[src/rtl/enemy_move.sv]
// Per-enemy movement and life-cycle controller: steps the position once per frame,
// backs off or re-heads on wall/bomb/bound contact, and runs a timed death sequence.
module enemy_move #(
  parameter int         INITIAL_X    = 64,
  parameter int         INITIAL_Y    = 64,
  parameter int         SPEED        = 2,
  parameter int         X_MIN        = 32,
  parameter int         X_MAX        = 576,
  parameter int         Y_MIN        = 32,
  parameter int         Y_MAX        = 416,
  parameter int         DEATH_FRAMES = 30,
  parameter logic [7:0] LFSR_SEED    = 8'hA5
) (
  input  logic        clk,
  input  logic        reset,
  input  logic        startOfFrame,
  input  logic        enable,
  input  logic        wall_collision,
  input  logic        bomb_collision,
  input  logic        explosion_hit,
  output logic [10:0] topLeftX,
  output logic [10:0] topLeftY,
  output logic [1:0]  direction,
  output logic        visible,
  output logic        dying,
  output logic        dead_pulse
);

  typedef enum logic [1:0] {IDLE, MOVE, DYING, DEAD} state_t;

  localparam int         CNT_W     = $clog2(DEATH_FRAMES + 1);
  localparam logic [1:0] DIR_UP    = 2'd0;
  localparam logic [1:0] DIR_RIGHT = 2'd1;
  localparam logic [1:0] DIR_DOWN  = 2'd2;
  localparam logic [1:0] DIR_LEFT  = 2'd3;

  state_t           state, state_nx;
  logic [10:0]      prev_x, prev_y, x_nx, y_nx, prev_x_nx, prev_y_nx;
  logic [1:0]       dir_nx, new_dir;
  logic [CNT_W-1:0] death_cnt, cnt_nx;
  logic [7:0]       lfsr;
  logic             wall_hit, bomb_hit, expl_hit;
  logic             visible_nx, dying_nx, dead_pulse_nx;
  logic [11:0]      step_x, step_y;
  logic             at_bound;

  // A re-head never keeps the current heading: a matching random pick rotates clockwise.
  assign new_dir = (lfsr[1:0] == direction) ? direction + 2'd1 : lfsr[1:0];

  // Candidate position one step ahead, widened so a step past a bound saturates cleanly.
  always_comb begin
    step_x   = {1'b0, topLeftX};
    step_y   = {1'b0, topLeftY};
    at_bound = 1'b0;
    unique case (direction)
      DIR_UP: begin
        if (step_y < 12'(Y_MIN) + 12'(SPEED)) step_y = 12'(Y_MIN);
        else                                  step_y = step_y - 12'(SPEED);
        at_bound = (step_y == 12'(Y_MIN));
      end
      DIR_RIGHT: begin
        step_x = step_x + 12'(SPEED);
        if (step_x > 12'(X_MAX)) step_x = 12'(X_MAX);
        at_bound = (step_x == 12'(X_MAX));
      end
      DIR_DOWN: begin
        step_y = step_y + 12'(SPEED);
        if (step_y > 12'(Y_MAX)) step_y = 12'(Y_MAX);
        at_bound = (step_y == 12'(Y_MAX));
      end
      DIR_LEFT: begin
        if (step_x < 12'(X_MIN) + 12'(SPEED)) step_x = 12'(X_MIN);
        else                                  step_x = step_x - 12'(SPEED);
        at_bound = (step_x == 12'(X_MIN));
      end
    endcase
  end

  always_comb begin
    // NOTE: every signal gets a default before any branch, so no path can infer a latch.
    state_nx      = state;
    x_nx          = topLeftX;
    y_nx          = topLeftY;
    dir_nx        = direction;
    prev_x_nx     = prev_x;
    prev_y_nx     = prev_y;
    cnt_nx        = death_cnt;
    dead_pulse_nx = 1'b0;

    if (startOfFrame) begin
      unique case (state)
        IDLE: if (enable) state_nx = MOVE;
        MOVE: begin
          prev_x_nx = topLeftX;
          prev_y_nx = topLeftY;
          if (enable) begin
            if (expl_hit) begin
              state_nx = DYING;
              cnt_nx   = CNT_W'(DEATH_FRAMES);
            end else if (wall_hit || bomb_hit) begin
              x_nx   = prev_x;
              y_nx   = prev_y;
              dir_nx = new_dir;
            end else begin
              x_nx = step_x[10:0];
              y_nx = step_y[10:0];
              if (at_bound) dir_nx = new_dir;
            end
          end
        end
        DYING: begin
          if (death_cnt <= CNT_W'(1)) begin
            state_nx      = DEAD;
            cnt_nx        = '0;
            dead_pulse_nx = 1'b1;
          end else begin
            cnt_nx = death_cnt - CNT_W'(1);
          end
        end
        DEAD: ;
      endcase
    end

    visible_nx = (state_nx != DEAD);
    dying_nx   = (state_nx == DYING);
  end

  always_ff @(posedge clk) begin
    if (reset) begin
      state      <= IDLE;
      topLeftX   <= 11'(INITIAL_X);
      topLeftY   <= 11'(INITIAL_Y);
      prev_x     <= 11'(INITIAL_X);
      prev_y     <= 11'(INITIAL_Y);
      direction  <= DIR_RIGHT;
      death_cnt  <= '0;
      visible    <= 1'b1;
      dying      <= 1'b0;
      dead_pulse <= 1'b0;
      lfsr       <= LFSR_SEED;
      wall_hit   <= 1'b0;
      bomb_hit   <= 1'b0;
      expl_hit   <= 1'b0;
    end else begin
      // NOTE: non-blocking assignments here so every register samples pre-edge values.
      state      <= state_nx;
      topLeftX   <= x_nx;
      topLeftY   <= y_nx;
      prev_x     <= prev_x_nx;
      prev_y     <= prev_y_nx;
      direction  <= dir_nx;
      death_cnt  <= cnt_nx;
      visible    <= visible_nx;
      dying      <= dying_nx;
      dead_pulse <= dead_pulse_nx;
      lfsr       <= {lfsr[6:0], lfsr[7] ^ lfsr[5] ^ lfsr[4] ^ lfsr[3]};
      // A pulse on the consuming edge is kept for the following frame.
      if (startOfFrame) begin
        wall_hit <= wall_collision;
        bomb_hit <= bomb_collision;
        expl_hit <= explosion_hit;
      end else begin
        wall_hit <= wall_hit | wall_collision;
        bomb_hit <= bomb_hit | bomb_collision;
        expl_hit <= expl_hit | explosion_hit;
      end
    end
  end

endmodule

[config.mk]
export PLATFORM = sky130hd
export DESIGN_NAME = enemy_move
export DESIGN_NICKNAME = d
export VERILOG_FILES = /design/src/rtl/enemy_move.sv
export SDC_FILE = /design/constraint.sdc
export NUM_CORES = 1
export LEC_CHECK = 0
export CORE_ASPECT_RATIO = 0.9
export CORE_MARGIN = 2
export CORE_UTILIZATION = 50
export DETAILED_ROUTE_END_ITERATION = 6
export HOLD_SLACK_MARGIN = 0.15
export PLACE_DENSITY = 0.7
export SETUP_SLACK_MARGIN = 0.2
export SLEW_MARGIN = 20
export SYNTH_ARGS = -nofsm -noshare
export SYNTH_HDL_FRONTEND = slang
export SYNTH_SLANG_ARGS = --single-unit
[constraint.sdc]
create_clock -name clk -period 3.2 [get_ports clk]
set_input_delay 0.64 -clock clk [delete_from_list [all_inputs] [get_ports clk]]
set_output_delay 0.64 -clock clk [all_outputs]
set_load 0.01 [all_outputs]
==> flow_summary.json, run 1 <==
{
  "status": "finished, final reports clean",
  "endpoint_kind": "flip-flop",
  "via_count": 4241,
  "grt_use_met1_pct": 38.7,
  "power.leakage_nw": 1.68,
  "setup_tns_ns": 0,
  "ys_warn_count": 0,
  "final_nets": 593,
  "yosys.area.top_type": "dfxtp_1",
  "grt_most_used_layer": "met1",
  "critPathKind": "flip-flop to flip-flop",
  "synth_nets": 581,
  "post-cts-setup-buffers": 0,
  "gp_congestion": 0.934,
  "synth_area_mm2": 0.00422,
  "worst_slew_pin_slew_ns": 0.874,
  "layout_setup_ws_ns": 0.401,
  "drtAntennaViolNets": 0,
  "grtUsageMet3_pct": 4.31,
  "io_pins": 34,
  "track_usage_pct": 25.6,
  "syn-instance-count": 564,
  "hold_class": "flip-flop to flip-flop",
  "skew_ns": 0.0160,
  "hold_slack_ns": 0.407,
  "row_count": 31,
  "worstSkewPairLatency_ns": 0.36,
  "cts_buffers": 9,
  "hpwl_um": 7740,
  "ir_drop_mv": 0.317,
  "clock-sinks": 67,
  "drt-pass1-iter-count": 5,
  "layout-drive-gt1-share_pct": 9.12,
  "final_hold_viol_count": 0,
  "yosysUniqueCellTypes": 69,
  "synthToLayoutAreaGrowth_pct": 14.8,
  "synth-main-ff-cell": "dfxtp_1",
  "antenna_found_initial": 0,
  "yosys-top-cells-area": "dfxtp_1, a21oi_1, nand2_1",
  "dp_slack_ns": 0.258,
  "cap_violations": 0,
  "critPathLaunchType": "flip-flop",
  "cts_max_path_buffers": 2,
  "syn_avg_cell_area_um2": 7.49,
  "power_density_mw_per_mm2": 388,
  "io_buffers": 33,
  "vias_per_cell": 6.24,
  "async_flop_share_pct": 0,
  "die_w_um": 101,
  "die_y_um": 91.2,
  "critical_path_arrival_ns": 3.03,
  "critPathRequiredTime_ns": 3.43,
  "coreArea_mm2": 0.00811,
  "period_needed_ns": 2.80,
  "drc": 0,
  "fin_crit_sh_pct": 87.5,
  "synth_seq_cells": 67,
  "grt_max_degree": 57,
  "setup_viol": 0,
  "cts_max_level": 3,
  "first_global_vias": 3710,
  "grt-ovfl-total": 0,
  "seq_area_frac_synth_pct": 31.8,
  "antenna_cells": 0,
  "grt_util_met2_pct": 37.4,
  "drv_slew": 0,
  "relSlewSlack_pct": 41.2,
  "drt_iter0_drc": 437,
  "critPathMaxFanout": 13,
  "start_util_pct": 52.1,
  "cts_tree": "yes",
  "die_area_mm2": 0.00919,
  "yosys-top-cells-count": "nand2_1, dfxtp_1, a21oi_1",
  "cts.clk_slew.worst_paths_ns": 0.09,
  "wl_um": 11500,
  "ctsRootBufferMaster": "clkbuf_8",
  "synth_edf_count": 0,
  "grt_pass1_wl_um": 19000,
  "routedWlPerCell_um": 17.0,
  "yosysMostFrequentCell": "nand2_1",
  "synth_top_area_share_pct": 31.8,
  "fmax_ghz": 0.357,
  "rsz0062_at_grt": "false"
}
## per-stage QoR
step / std cells / instance area, µm² / utilization [%] / total power (W)
after floorplan: 564 / 4220 / - / 0.00102
after global placement: 664 / 4600 / 56.7 / 0.00107
after detailed placement: 664 / 4610 / 56.8 / 0.00107
after CTS: 680 / 4830 / 59.6 / 0.00189
after global routing: 680 / 4850 / 59.8 / 0.00194
final: 680 / 4850 / 59.8 / 0.00188
## repair_timing
| action | 4_1_cts | 5_1_grt |
|---|---|---|
| cloned | 0 | 0 |
| hold buffers | 0 | 0 |
| gates resized for setup | 2 | 4 |
| endpoints found under the setup margin | 1 | 8 |
## power by group
group          switching, W  internal [W]  total (W)
Clock              0.000369      0.000449   0.000819
Sequential        0.0000208      0.000852   0.000873
Combinational      0.000116     0.0000712   0.000187
Total              0.000506       0.00137    0.00188
## flip-flops by register name, summed over array words and instances (netlist names)
signal,cells
prev_x,11
prev_y,11
topLeftX,11
topLeftY,11
lfsr,8
death_cnt,5
direction,2
state,2
bomb_hit,1
dead_pulse,1
dying,1
expl_hit,1
visible,1
wall_hit,1
## cells in the final DEF, fill, tap and decap left out, types with 10 or more instances in the layout
cell type	n
nand2_1	76
dfxtp_1	65
a21oi_1	58
nor2_1	44
clkdlybuf4s50_1	32
inv_1	21
nand3_1	20
o21ai_0	19
buf_4	17
xnor2_1	15
nor3_1	12
a31oi_1	11
nor2b_1	10
nand4_1	10
## metal layers
metal	vias up	wire, µm
li1	2056	-
met1	2018	5500
met5	-	0
met4	0	86
met2	159	5090
met3	8	870
## final cells by class
cell class	instances	area, µm²
multi-input cells	427	2630
fillers	756	3260
clock inverters	6	95.1
inverters	21	78.8
repair buffers	50	453
flip-flops and latches	67	1340
well taps	99	124
clock buffers	10	128
## cell families after synthesis
kind of cell	Yosys count	share of synthesized area, %
simple gates	225	26.9
compound gates	166	26.1
buf+inv	70	6.76
flops	67	31.8
xor+xnor	22	4.56
fa+ha+maj	10	2.96
mux	4	1.01
## critical path, stage by stage (launching register included)
cell and delay (ns):
dfxtp_1 0.44, inv_1 0.16, ha_1 0.21, or3b_1 0.44, or3_1 0.37, a21oi_1 0.15
a211oi_2 0.08, a211oi_1 0.34, o31ai_1 0.14, a221o_1 0.35
## worst paths after layout
check / startpoint / endpoint / slack (ns) / depth (start not counted)
setup / recovery: topLeftY[1] / direction[0] / 0.40 / 9
hold / removal: lfsr[6] / lfsr[7] / 0.41 / 1
setup reg to reg: topLeftY[1] / direction[0] / 0.40 / 9
hold reg to reg: lfsr[6] / lfsr[7] / 0.41 / 1
(Power assumes the default switching activity.)
==> inputs of run 2 (changes only) <==
--- a/config.mk
+++ b/config.mk
@@ -5,12 +5,14 @@
 export SDC_FILE = /design/constraint.sdc
 export NUM_CORES = 1
 export LEC_CHECK = 0
-export CORE_ASPECT_RATIO = 0.9
+export CELL_PAD_IN_SITES_DETAIL_PLACEMENT = 0
+export CELL_PAD_IN_SITES_GLOBAL_PLACEMENT = 1
+export CORE_ASPECT_RATIO = 0.5
 export CORE_MARGIN = 2
-export CORE_UTILIZATION = 50
+export CORE_UTILIZATION = 43
 export DETAILED_ROUTE_END_ITERATION = 6
 export HOLD_SLACK_MARGIN = 0.15
-export PLACE_DENSITY = 0.7
+export PLACE_DENSITY_LB_ADDON = 0.1
 export SETUP_SLACK_MARGIN = 0.2
 export SLEW_MARGIN = 20
 export SYNTH_ARGS = -nofsm -noshare
==> flow_summary.json, run 2 (synthesis gave the netlist of run 1 again) <==
{
  "hold_class": "flip-flop to flip-flop",
  "dp_slack_ns": 0.338,
  "layout_setup_ws_ns": 0.399,
  "slowest_delay_ns": 0.46,
  "via_count": 4252,
  "hpwl_um": 8200,
  "hold_buffers": 0,
  "routedWlPerCell_um": 16.9,
  "power_density_mw_per_mm2": 414,
  "cts_max_path_buffers": 2,
  "final_cell_mix": "nand2_1, dfxtp_1, a21oi_1",
  "critical_path_arrival_ns": 3.02,
  "r2r_start": "topLeftX[1]",
  "ctsRootBufferMaster": "clkbuf_16",
  "vias_per_cell": 5.88,
  "coreArea_mm2": 0.00948,
  "layout_commonest_cell": "nand2_1",
  "wl_um": 12300,
  "antenna_cells": 0,
  "ir_drop_mv": 0.234,
  "drc": 0,
  "power.leakage_nw": 1.75,
  "fmax_ghz": 0.357,
  "final_nets": 601,
  "cap_violations": 0,
  "slowest_stage": "dfxtp_2",
  "crit_top_cell": "or3_1",
  "die_area_mm2": 0.0107,
  "die_y_um": 74.1,
  "post-cts-setup-buffers": 0,
  "drt-pass1-iter-count": 5,
  "hold_path.startpoint": "lfsr[6]",
  "crit_buf_inv": 1,
  "cts_buffers": 9,
  "skew_ns": 0.00496,
  "rsz0062_at_grt": "false",
  "critPathMaxFanout": 13,
  "relSlewSlack_pct": 49.6,
  "die_w_um": 144,
  "gp_congestion": 0.896,
  "final_hold_viol_count": 0,
  "first_global_vias": 3774,
  "setup_tns_ns": 0,
  "setup_viol": 0,
  "io_pins": 34,
  "clock-sinks": 67,
  "final_core_util_pct": 52.8,
  "cts.clk_slew.worst_paths_ns": 0.06,
  "drv_slew": 0,
  "track_usage_pct": 23.8,
  "antenna_found_initial": 0,
  "cts_resized": 0,
  "critPathKind": "flip-flop to flip-flop",
  "layout-drive-gt1-share_pct": 9.86,
  "cts_tree": "yes",
  "worst_slew_pin_slew_ns": 0.750,
  "start_util_pct": 44.5,
  "worstSkewPairLatency_ns": 0.33,
  "synthToLayoutAreaGrowth_pct": 18.6,
  "dp.cells": 708,
  "period_needed_ns": 2.80,
  "cpLargestDelayFamily": "compound AO/OA/AOI/OAI gates",
  "endpoint_kind": "flip-flop",
  "cp_cell_sequence": "inv_1, ha_1, nor3b_1, o2111ai_1, a32oi_1, or3_1, a31oi_1, or3_1, a221o_1",
  "final_cells": 723,
  "fin_crit_sh_pct": 87.5,
  "cts_max_level": 3,
  "io_buffers": 33,
  "critPathLaunchType": "flip-flop",
  "grt_max_degree": 40,
  "critPathRequiredTime_ns": 3.42,
  "status": "finished, final reports clean",
  "drtAntennaViolNets": 0,
  "grt-ovfl-total": 0,
  "row_count": 25,
  "drt_iter0_drc": 393,
  "crit_start": "topLeftX[1]",
  "grt_pass1_wl_um": 19800
}
==> run 2: stage by stage <==
stage,power [W],cell area (µm²),hold slack [ns]
final,0.00207,5010,0.410
after global routing,0.00215,5010,0.442
after CTS,0.00209,5000,0.411
after detailed placement,0.00108,4700,0.402
after global placement,0.00108,4700,0.393
after floorplan,0.00102,4220,0.389
==> run 2: routing by layer <==
layer	track usage, %	up-vias	wire length [µm]
li1	-	2077	-
met1	35.0	2029	6150
met2	35.3	131	5220
met3	4.96	15	725
met4	7.08	0	155
met5	0	-	0
==> run 2: path summary, 6_finish.rpt <==
kind                                endpoint  slack, ns  depth (start not counted)
worst max register to register  direction[0]       0.40                          9
worst min register to register       lfsr[7]       0.41                          1
worst max-delay path            direction[0]       0.40                          9
worst min-delay path                 lfsr[7]       0.41                          1
==> run 2: cell type report <==
| type | instances | area, µm² |
|---|---|---|
| clock inverters | 2 | 35.0 |
| flip-flops and latches | 67 | 1340 |
| multi-input cells | 427 | 2610 |
| well taps | 135 | 169 |
| inverters | 21 | 78.8 |
| fillers | 958 | 4470 |
| clock buffers | 13 | 260 |
| repair buffers | 58 | 513 |
==> run 2: where the power goes <==
group | leakage, nW | internal [W] | total (W) | switching, W
Clock | 0.146 | 0.000641 | 0.00100 | 0.000362
Sequential | 0.545 | 0.000854 | 0.000874 | 0.0000202
Combinational | 1.06 | 0.0000730 | 0.000194 | 0.000121
==> RTL edit: new RTL, config.mk and constraints of run 1 <==
The parameter `DEATH_FRAMES` goes from 30 to 60.
--- a/src/rtl/enemy_move.sv
+++ b/src/rtl/enemy_move.sv
@@ -8,7 +8,7 @@
   parameter int         X_MAX        = 576,
   parameter int         Y_MIN        = 32,
   parameter int         Y_MAX        = 416,
-  parameter int         DEATH_FRAMES = 30,
+  parameter int         DEATH_FRAMES = 60,
   parameter logic [7:0] LFSR_SEED    = 8'hA5
 ) (
   input  logic        clk,
Behaviour: same outputs for any inputs over 4 cycles, from zero or initial values and one cycle with reset high; that may be too few to reach the edited logic, so the function may still have changed.
==> RTL edit against run 1 <==
Sequential cell count rose by 1. Via count is 3.0% higher. Total power is 1.9% lower. Wire length rose by 3.0%. Synthesized cell count up 0.89%. Final cell count is 1.8% higher. Synthesized area increased by 0.50%. Setup slack worse by 0.014 ns. Critical endpoint unchanged. Highest routed layer unchanged. Final area rose by 0.80%. Critical path depth is the same.
==> RTL edit: results (changes against run 1) <==
Reg clk slew, reported paths: 0.08 ns
Pin count of the biggest net entering global routing: 43 (-25%)
Category of the most critical setup path: flip-flop to flip-flop
Worst EP arrival: 3.06 ns (+0.03 ns)
Mux cell area share after synthesis: 0.9732% (-0.035 points)
Mapped Nets: 586 (+0.86%)
Run status: completed
Worst flop-to-flop path startpoint: topLeftY[2]
Count of unique library cells instantiated by Yosys: 70 (+1.4%)
Compound-Gate Fraction of Synth Area: 26.39% (+0.34 points)
Warnings from Yosys: 0 (unchanged)
Most common flop cell mapped by yosys: sky130_fd_sc_hd__dfxtp_1
Post-cts gate resize count: 0 (-2)
Switching component of the power: 496.4 uW (-1.9%)
Worst min-delay path startpoint: lfsr[6]
Port buffer count: 33 (unchanged)
Proportion of power drawn by combinational gates: 10.8% (+0.8 points)
Standard cell area after detailed placement: 4663 sq um (+1.2%)
Iteration-0 DRC count of the detailed router: 312 (-29%)
Initial antenna violation count: 0 (unchanged)
Cell count after placement: 676 (+1.8%)
Remaining max-slew budget at the tightest pin: 27.78% (-13 points)
Global-route wire length before repair: 19.36 mm (+1.9%)
Fraction of registers with async set/reset: 0% (unchanged)
Sequential share of power: 48.2% (+1.7 points)
Largest stage delay on the critical path: 0.64 ns (+0.20 ns)
Max Clock Skew: 0.003502 ns (-0.01249 ns)
Leakage power: 1.746 nW (+4.2%)
Fraction of final layout cells sized beyond drive strength 1: 9.612% (+0.49 points)
Crit-path max FO: 12 (-1)
Synthesized-area fraction occupied by adder cells: 2.949% (-0.015 points)
Main area contributors after synthesis: sky130_fd_sc_hd__dfxtp_1, sky130_fd_sc_hd__a21oi_1, sky130_fd_sc_hd__nand2_1, sky130_fd_sc_hd__nor2_1, sky130_fd_sc_hd__o21ai_0
Clk_lat worst skew: 0.35 ns
Commonest cells in the netlist: sky130_fd_sc_hd__nand2_1, sky130_fd_sc_hd__dfxtp_1, sky130_fd_sc_hd__a21oi_1, sky130_fd_sc_hd__nor2_1, sky130_fd_sc_hd__clkbuf_1
Ratio of routed vias to standard cells: 6.315 (+1.3%)
Minimum setup slack after placement: 0.2662 ns (+0.007720 ns)
Final count of hold timing violations: 0 (unchanged)
Total Routed Length: 11.90 mm (+3.0%)
Slowest stage cell, crit path: sky130_fd_sc_hd__or4b_2
Last weighted congestion value of the routability-driven placer: 0.9717 (+4.0%)
Part of the Yosys area used for sequential elements: 32.08% (+0.31 points)
Number of levels the H-tree was split into: 3 (unchanged)
Max rail drop VDD: 0.0003127 V (-1.5%)
Clock Path Buffers: 2 (unchanged)
Average size of a mapped cell: 7.457 sq um (-0.38%)
Post-Synth XOR/XNOR Area: 4.129% (-0.44 points)
Via count of the first global-routing pass: 3,802 (+2.5%)
Routed via count: 4,370 (+3.0%)
Dpl hpwl: 8.172 mm (+5.6%)
Count of final max-slew check failures: 0 (unchanged)
CP top delay family: compound AO/OA/AOI/OAI gates
Nets: 605 (+2.0%)
Overall fraction of global-route tracks in use: 26.03% (+0.47 points)
Inserted Diodes: 0 (unchanged)
Ratio of total power to cell area: 377.1 nW/um^2 (-2.7%)
RTL edit: layout make-up:
| type | count | area (sq um) |
|---|---|---|
| Clock buffer | 11 | 151.4 |
| Tap cell | 99 | 123.9 |
| Fill cell | 736 | 3259 |
| Inverter | 22 | 82.58 |
| Multi-Input combinational cell | 435 | 2638 |
| Sequential cell | 68 | 1364 |
| Timing Repair Buffer | 52 | 467.9 |
| Clock inverter | 5 | 58.81 |
RTL edit: worst paths after layout:
| path | end | slack (ns) | cells after the start |
|---|---|---|---|
| setup / recovery | direction[0] | 0.39 | 9 |
| hold reg to reg | lfsr[7] | 0.41 | 1 |
| hold / removal | lfsr[7] | 0.41 | 1 |
| setup reg to reg | direction[0] | 0.39 | 9 |
RTL edit: per-layer routing:
metal  wire length [um]  global-route usage (%)  vias up  part of all wire [%]
met2               5221                   37.75      209                    44
met3                993                   5.851       23                   8.3
met5                  0                       0        -                     0
met1               5507                   38.48     2033                    46
met4                175                   6.982        0                   1.5
li1                   -                       -     2105                     -
